### src/rtl/dma_streamer.sv
// Cuts one read descriptor into AXI-legal burst requests: 4 KB safe, MAX_BEATS capped,
// unaligned head/tail bytes split off as single-beat strobed requests.
module dma_streamer #(
  parameter int ADDR_WIDTH = 32,
  parameter int DATA_WIDTH = 32,
  parameter int MAX_BEATS  = 256
) (
  input  logic                    clk,
  input  logic                    rst,
  input  logic                    dma_go_i,
  input  logic                    dma_abort_i,
  input  logic [ADDR_WIDTH-1:0]   desc_addr_i,
  input  logic [31:0]             desc_num_bytes_i,
  input  logic                    desc_mode_i,
  output logic                    req_valid_o,
  output logic [ADDR_WIDTH-1:0]   req_addr_o,
  output logic [7:0]              req_alen_o,
  output logic [2:0]              req_size_o,
  output logic [DATA_WIDTH/8-1:0] req_strb_o,
  output logic                    req_mode_o,
  input  logic                    req_ready_i,
  output logic                    busy_o,
  output logic                    done_o,
  output logic                    err_o
);
  localparam int          BYTES       = DATA_WIDTH / 8;
  localparam int          OFFW        = $clog2(BYTES);
  localparam logic [31:0] BYTES_U     = 32'(BYTES);
  localparam logic [31:0] MAX_BEATS_U = 32'(MAX_BEATS);

  typedef enum logic [1:0] {IDLE, CALC, REQ, DONE} state_t;

  state_t                state_q;
  logic [ADDR_WIDTH-1:0] cur_addr_q;
  logic [31:0]           bytes_left_q;
  logic [31:0]           req_n_q;
  logic                  mode_q;
  logic                  abort_pend_q;
  logic                  req_valid_q;
  logic [ADDR_WIDTH-1:0] req_addr_q;
  logic [7:0]            req_alen_q;
  logic [2:0]            req_size_q;
  logic [BYTES-1:0]      req_strb_q;
  logic                  req_mode_q;
  logic                  busy_q;
  logic                  done_q;
  logic                  err_q;

  logic [31:0]           off_d;
  logic [31:0]           left_beats_d;
  logic [31:0]           room_4k_d;
  logic [31:0]           beats_d;
  logic [31:0]           req_n_d;
  logic [7:0]            req_alen_d;
  logic [BYTES-1:0]      req_strb_d;
  logic                  head_d;

  // Next request geometry, derived from the current cursor while in CALC.
  always_comb begin
    off_d        = 32'(cur_addr_q[OFFW-1:0]);
    head_d       = (off_d != 32'd0) || (bytes_left_q < BYTES_U);
    left_beats_d = bytes_left_q >> OFFW;
    room_4k_d    = (32'd4096 - 32'(cur_addr_q[11:0])) >> OFFW;
    beats_d      = left_beats_d;
    if (mode_q) begin
      if (beats_d > 32'd16) beats_d = 32'd16;
    end else begin
      if (beats_d > MAX_BEATS_U) beats_d = MAX_BEATS_U;
      if (beats_d > room_4k_d)   beats_d = room_4k_d;
    end
    req_n_d    = beats_d << OFFW;
    req_alen_d = 8'(beats_d - 32'd1);
    req_strb_d = '1;
    if (head_d) begin
      req_n_d    = BYTES_U - off_d;
      if (bytes_left_q < req_n_d) req_n_d = bytes_left_q;
      req_alen_d = 8'd0;
      for (int i = 0; i < BYTES; i++) begin
        req_strb_d[i] = ($unsigned(i) >= off_d) && ($unsigned(i) < off_d + req_n_d);
      end
    end
  end

  always_ff @(posedge clk) begin
    if (!rst) begin
      state_q      <= IDLE;
      cur_addr_q   <= '0;
      bytes_left_q <= '0;
      req_n_q      <= '0;
      mode_q       <= 1'b0;
      abort_pend_q <= 1'b0;
      req_valid_q  <= 1'b0;
      req_addr_q   <= '0;
      req_alen_q   <= '0;
      req_size_q   <= 3'(OFFW);
      req_strb_q   <= '0;
      req_mode_q   <= 1'b0;
      busy_q       <= 1'b0;
      done_q       <= 1'b0;
      err_q        <= 1'b0;
    end else begin
      case (state_q)
        IDLE: begin
          if (dma_go_i) begin
            cur_addr_q   <= desc_addr_i;
            bytes_left_q <= desc_num_bytes_i;
            mode_q       <= desc_mode_i;
            abort_pend_q <= 1'b0;
            err_q        <= 1'b0;
            busy_q       <= 1'b1;
            if (desc_num_bytes_i == 32'd0) begin
              state_q <= DONE;
              done_q  <= 1'b1;
            end else if (desc_mode_i && ((desc_addr_i[OFFW-1:0] != '0) ||
                                         (desc_num_bytes_i[OFFW-1:0] != '0))) begin
              err_q   <= 1'b1;
              state_q <= DONE;
              done_q  <= 1'b1;
            end else begin
              state_q <= CALC;
            end
          end
        end
        CALC: begin
          if (dma_abort_i) begin
            state_q <= DONE;
            done_q  <= 1'b1;
          end else begin
            req_addr_q  <= {cur_addr_q[ADDR_WIDTH-1:OFFW], {OFFW{1'b0}}};
            req_alen_q  <= req_alen_d;
            req_strb_q  <= req_strb_d;
            req_mode_q  <= mode_q;
            req_n_q     <= req_n_d;
            req_valid_q <= 1'b1;
            state_q     <= REQ;
          end
        end
        REQ: begin
          // A request already on the bus is never withdrawn; abort waits for the handshake.
          if (dma_abort_i) abort_pend_q <= 1'b1;
          if (req_ready_i) begin
            req_valid_q  <= 1'b0;
            bytes_left_q <= bytes_left_q - req_n_q;
            if (!mode_q) cur_addr_q <= cur_addr_q + ADDR_WIDTH'(req_n_q);
            if ((bytes_left_q == req_n_q) || abort_pend_q || dma_abort_i) begin
              state_q <= DONE;
              done_q  <= 1'b1;
            end else begin
              state_q <= CALC;
            end
          end
        end
        DONE: begin
          done_q  <= 1'b0;
          busy_q  <= 1'b0;
          state_q <= IDLE;
        end
        default: state_q <= IDLE;
      endcase
    end
  end

  assign req_valid_o = req_valid_q;
  assign req_addr_o  = req_addr_q;
  assign req_alen_o  = req_alen_q;
  assign req_size_o  = req_size_q;
  assign req_strb_o  = req_strb_q;
  assign req_mode_o  = req_mode_q;
  assign busy_o      = busy_q;
  assign done_o      = done_q;
  assign err_o       = err_q;
endmodule

### config.mk
export PLATFORM = sky130hd
export DESIGN_NAME = dma_streamer
export DESIGN_NICKNAME = d
export VERILOG_FILES = /design/src/rtl/dma_streamer.sv
export SDC_FILE = /design/constraint.sdc
export NUM_CORES = 1
export LEC_CHECK = 0
export ABC_AREA = 1
export CELL_PAD_IN_SITES_DETAIL_PLACEMENT = 1
export CELL_PAD_IN_SITES_GLOBAL_PLACEMENT = 2
export CORE_UTILIZATION = 30
export CTS_CLUSTER_DIAMETER = 150
export CTS_CLUSTER_SIZE = 30
export DETAILED_ROUTE_END_ITERATION = 8
export HOLD_SLACK_MARGIN = 0.15
export PLACE_DENSITY_LB_ADDON = 0.1
export SLEW_MARGIN = 30
export SYNTH_ARGS = -nofsm -noshare
export SYNTH_HDL_FRONTEND = slang
export SYNTH_SLANG_ARGS = --single-unit
### constraint.sdc
create_clock -name clk -period 5.3 [get_ports clk]
set_input_delay 1.325 -clock clk [delete_from_list [all_inputs] [get_ports clk]]
set_output_delay 1.325 -clock clk [all_outputs]
set_load 0.01 [all_outputs]
# Word-level counts from Yosys, hierarchy flattened
# Cells that the tools add are included.
# classes
n_reduce_logical	25
bitwise	1
magnitude_cmp	12
n_eq_ne	12
addsub	6
mux	40
# ops
operator	count
$mux 32	9
$pmux 32 s2	2
$mux 30	4
$lt 1x32->1 const A	2
$lt 2x32->1 const A	2
$add 2x32->32	1
$add 32x32->32	1
$eq 32x32->1	1
$gt 32x30->1	1
$logic_not 32->1	1
$lt 32x3->1 const B	1
$lt 32x32->1	1
$sub 32x32->32	1
$gt 30x5->1 const B	1
$gt 30x9->1 const B	1
$ne 2x2->1 const B	7
$sub 13x12->14 const A	1
$mux 1	13
$reduce_bool 2->1	6
$mux 2	5
$reduce_and 3->1	3
$mux 8	1
$pmux 2 s4	1
$reduce_and 2->1	4
16 further kinds	26
# word_totals
regBits	147

# Longest topological paths before layout
# logic_depth
ltp_word	8
ltp_mapped	30
mapped_depth_nobuf	29

# Least setup slack after synthesis
# No wires, ideal clock.
# synth_path
path_type	reg-to-reg
from	register cur_addr_q[1]
to	register req_alen_q[6] (netlist: req_alen_o[6])
slack_ps	1766
path_stages_with_launch	26
t_arrival_ps	3401
required_ps	5166
cell_sequence	dfxtp_1 inv_1 ha_1 inv_1 nor3_1 nand4_1 o21ai_0 o21ai_0 ha_1 nand4_1 inv_1 nand3_1 nor2_1 nand3_1 nand2_4 buf_6 nand2_1 o211ai_2 nand2_2 inv_1 ha_1 nand3_2 nor2_1 nand2_1 nand3_1 a21oi_1
# synth_between
elab_chain_cells	6
# synth_rtl
item	line	text
start, declared	34	logic [ADDR_WIDTH-1:0] cur_addr_q;
start signal, assigned	105	cur_addr_q <= desc_addr_i;
start signal, assigned	144	if (!mode_q) cur_addr_q <= cur_addr_q + ADDR_WIDTH'(req_n_q);
$sub 13x12->14	63	room_4k_d = (32'd4096 - 32'(cur_addr_q[11:0])) >> OFFW;
$gt 32x30->1	69	if (beats_d > room_4k_d) beats_d = room_4k_d;
$mux 30	69	
$mux 30	65	if (mode_q) begin
$sub 8x1->8	72	req_alen_d = 8'(beats_d - 32'd1);
$mux 8 *	74	if (head_d) begin
end signal, assigned	130	req_alen_q <= req_alen_d;
end, declared	41	logic [7:0] req_alen_q;
# Every way passes the cells marked *; elsewhere a longest branch is shown, timed or not.
# A chain may end at the register's enable or synchronous reset.

# Worst setup path after layout
# Same ends and word-level chain as after synthesis.

==> impl_results.md <==
* Outcome: complete, no violations
* Row count at 67
* Setup violators final at 0
* PnR worst setup slack at 1.14 ns
* Largest net degree at the start of global routing at 68
* Post-route ant nets at 0
* PwrDens at 384 nW/um^2
* Global-route wire length before repair at 58,800 um
* Most used DFF post-synth: dfxtp_1
* Mean Syn Cell Area at 6.70 sq um
* PortBufs at 116
* Initial DRT Pass Iterations at 4
* Gr ovfl total at 0
* Antenna cells at 0
* GRT Util Overall at 0.224
* F_max at 241 MHz
* Crit path launch type: register
* CTS Sinks at 147
* Die Wd at 186 um
* Fraction of layout cells with a size suffix above 1 at 0.0536
* CORE AREA at 33,400 sq um
* Initial core utilization at 0.305
* Vias in the first global route at 10,373
* Setup TNS at 0 ns
* Fin cells at 2,070
* Cts repair resizes at 0
* Number of synthesized register bits at 147
* Skew final at 0.0159 ns
* Post-DR wirelength/cell at 18.1 um
* DP Wirelength at 29,100 um
* Hold Fails Final Rpt at 0
* Slew @ Worst Pin at 0.910 ns
* Leak at 5.41 nW
* Core Util, Final at 0.368
* Worst hold path type: reg2reg
* CTS tree: built
* Fill cells at 4,215
* Synth Cell Area at 10,200 sq um
* Worst-path clk slew at 0.07 ns
* Synth Warn # at 0
* Max transition margin at 0.393
* Vias/cell at 5.00
* Synth top area share at 0.289
* Die ar. at 34,700 sq um
* Hold Buf Count CTS at 0
* Crit-path max FO at 13
* RSZ-0062 raised after global routing: false
* Critical Path RT at 5.59 ns
* Post-synth EDFFs at 0
* Area grow syn2layout at 20.7%
* DR iter-0 viols at 475
* Top Ports at 122
* Asr flop ratio synth at 0
* Clock latency at the later pin of the worst-skew pair at 0.44 ns
* Period Utilization, post-route at 0.784
* CP Capture Type: register
* Sequential cell area fraction in the yosys report at 0.289
* Post-CTS Setup Bufs at 0
* DRC at 0
* CTS Root Buffer Type: clkbuf_16
* Initial antenna violation count at 0
* Cell taking the most area after synthesis: dfxtp_1
* Cells after Synth at 1,520
* Commonest cells post-synth: nand2_1 (262), nor2_1 (177), inv_1 (175)
* Crit Path Class: reg2reg
* Peak supply drop at 0.000261 V
* Top cells by area, synth: dfxtp_1 (29%), ha_1 (9.8%), nand2_1 (9.7%), a21oi_1 (7.8%), o21ai_0 (6.7%)
* Die span in y at 186 um
* Total chip power at 4.73 mW
* Clock buffer depth at 2
* CTS Buf Count at 17
* Placement Setup Slack at 1.08 ns
* Final GP Congestion at 0.853
* Fin. max-slew vios at 0
* Min Tclk post-route at 4.16 ns
* WP data arrival at 4.44 ns
* Final-stage net count at 1,762
* Placed cell count at 2,038
* Post-Route WL at 37,600 um
* Via count at 10,356
* Most instantiated library cell after synthesis: nand2_1
* Max_cap viols at 0
* H-tree levels at 4
* Unique masters post-synth at 51
## cells in the final DEF (no fill, tap or decap), types with 6 or more instances in the layout
cell             count
clkdlybuf4s50_1    115
a31oi_1             19
nand4_1             14
xnor2_1             22
a21oi_1            158
inv_1              174
inv_2               10
ha_1                80
or2_2                9
o21bai_1             8
buf_4               10
nor2_1             176
o21ai_0            137
nand3_1             54
clkbuf_16           17
xor2_1              26
conb_1               7
nor4_1              15
dfxtp_1            147
nand3_2              6
o21ai_1             10
nand2_1            262
nor3_1              34
a211oi_1             8
nand2_2              6
o211ai_1            28
## metrics by stage
stage	cell area (sq um)	hold slack, ns
floorplan	10200	0.440
global placement	11700	0.457
detailed placement	11700	0.469
CTS	12300	0.479
global route	12300	0.490
finish	12300	0.473
## area by class of cell
class                   instances  area [sq um]  area share
repair buffers                126          1230       0.100
flip-flops and latches        147          2940       0.239
well taps                     448           561      0.0456
inverters                     187           704      0.0573
clock inverters                12          97.6     0.00794
multi-input cells            1130          6310       0.513
clock buffers                  20           447      0.0363
## power by group
group / switching (mW) / internal [mW] / leakage (nW)
logic: 1.38 / 0.791 / 3.95
registers: 0.143 / 1.25 / 1.20
clock network: 0.544 / 0.620 / 0.263
## worst max-delay path: stages, from the launching register on
cell and delay, ns:
dfxtp_1 0.35, inv_1 0.23, ha_1 0.26, inv_1 0.10, nor3_1 0.37, nand4_1 0.24
o21ai_0 0.20, o21ai_0 0.16, ha_1 0.33, nand4_1 0.10, inv_1 0.09, nand3_1 0.06
nor2_1 0.09, nand3_1 0.24, nand2_4 0.26, nand2_1 0.09, o211ai_2 0.07, nand2_2 0.11
inv_1 0.07, ha_1 0.19, nand3_2 0.12, nor2_1 0.10, nand2_1 0.05, nand3_1 0.07
a21oi_1 0.06
## per-layer routing
layer  wire [um]  vias up  GRT usage
li1            -     5286          -
met1       18500     4923      0.302
met2       17600      125      0.374
met3         737       22     0.0251
met4         671        0     0.0626
met5           0        -          0
## cell families after synthesis
logic type / synth area share
compound gates: 0.225
fa+ha+maj: 0.104
other cells: 0.000737
buf+inv: 0.0947
flops: 0.289
xor+xnor: 0.0413
simple gates: 0.246
## flip-flops by register name, indices dropped and copies added (netlist names), 2 cells and up
signal and cells:
cur_addr_q 32, state_q 2, req_strb_o 4, req_n_q 32, req_alen_o 8, req_addr_o 30
bytes_left_q 32
## worst paths after layout
| check | cells after the start | slack [ns] | from | end |
|---|---|---|---|---|
| setup / recovery | 24 | 1.14 | cur_addr_q[1]$_SDFFE_PN0P_ | req_alen_o[6]$_SDFFE_PN0P_ |
| setup reg to reg | 24 | 1.14 | cur_addr_q[1]$_SDFFE_PN0P_ | req_alen_o[6]$_SDFFE_PN0P_ |
| hold / removal | 2 | 0.47 | req_strb_o[0]$_SDFFE_PN0P_ | req_strb_o[0]$_SDFFE_PN0P_ |
| hold reg to reg | 2 | 0.47 | req_strb_o[0]$_SDFFE_PN0P_ | req_strb_o[0]$_SDFFE_PN0P_ |
Power figures use the tool's default switching activity.
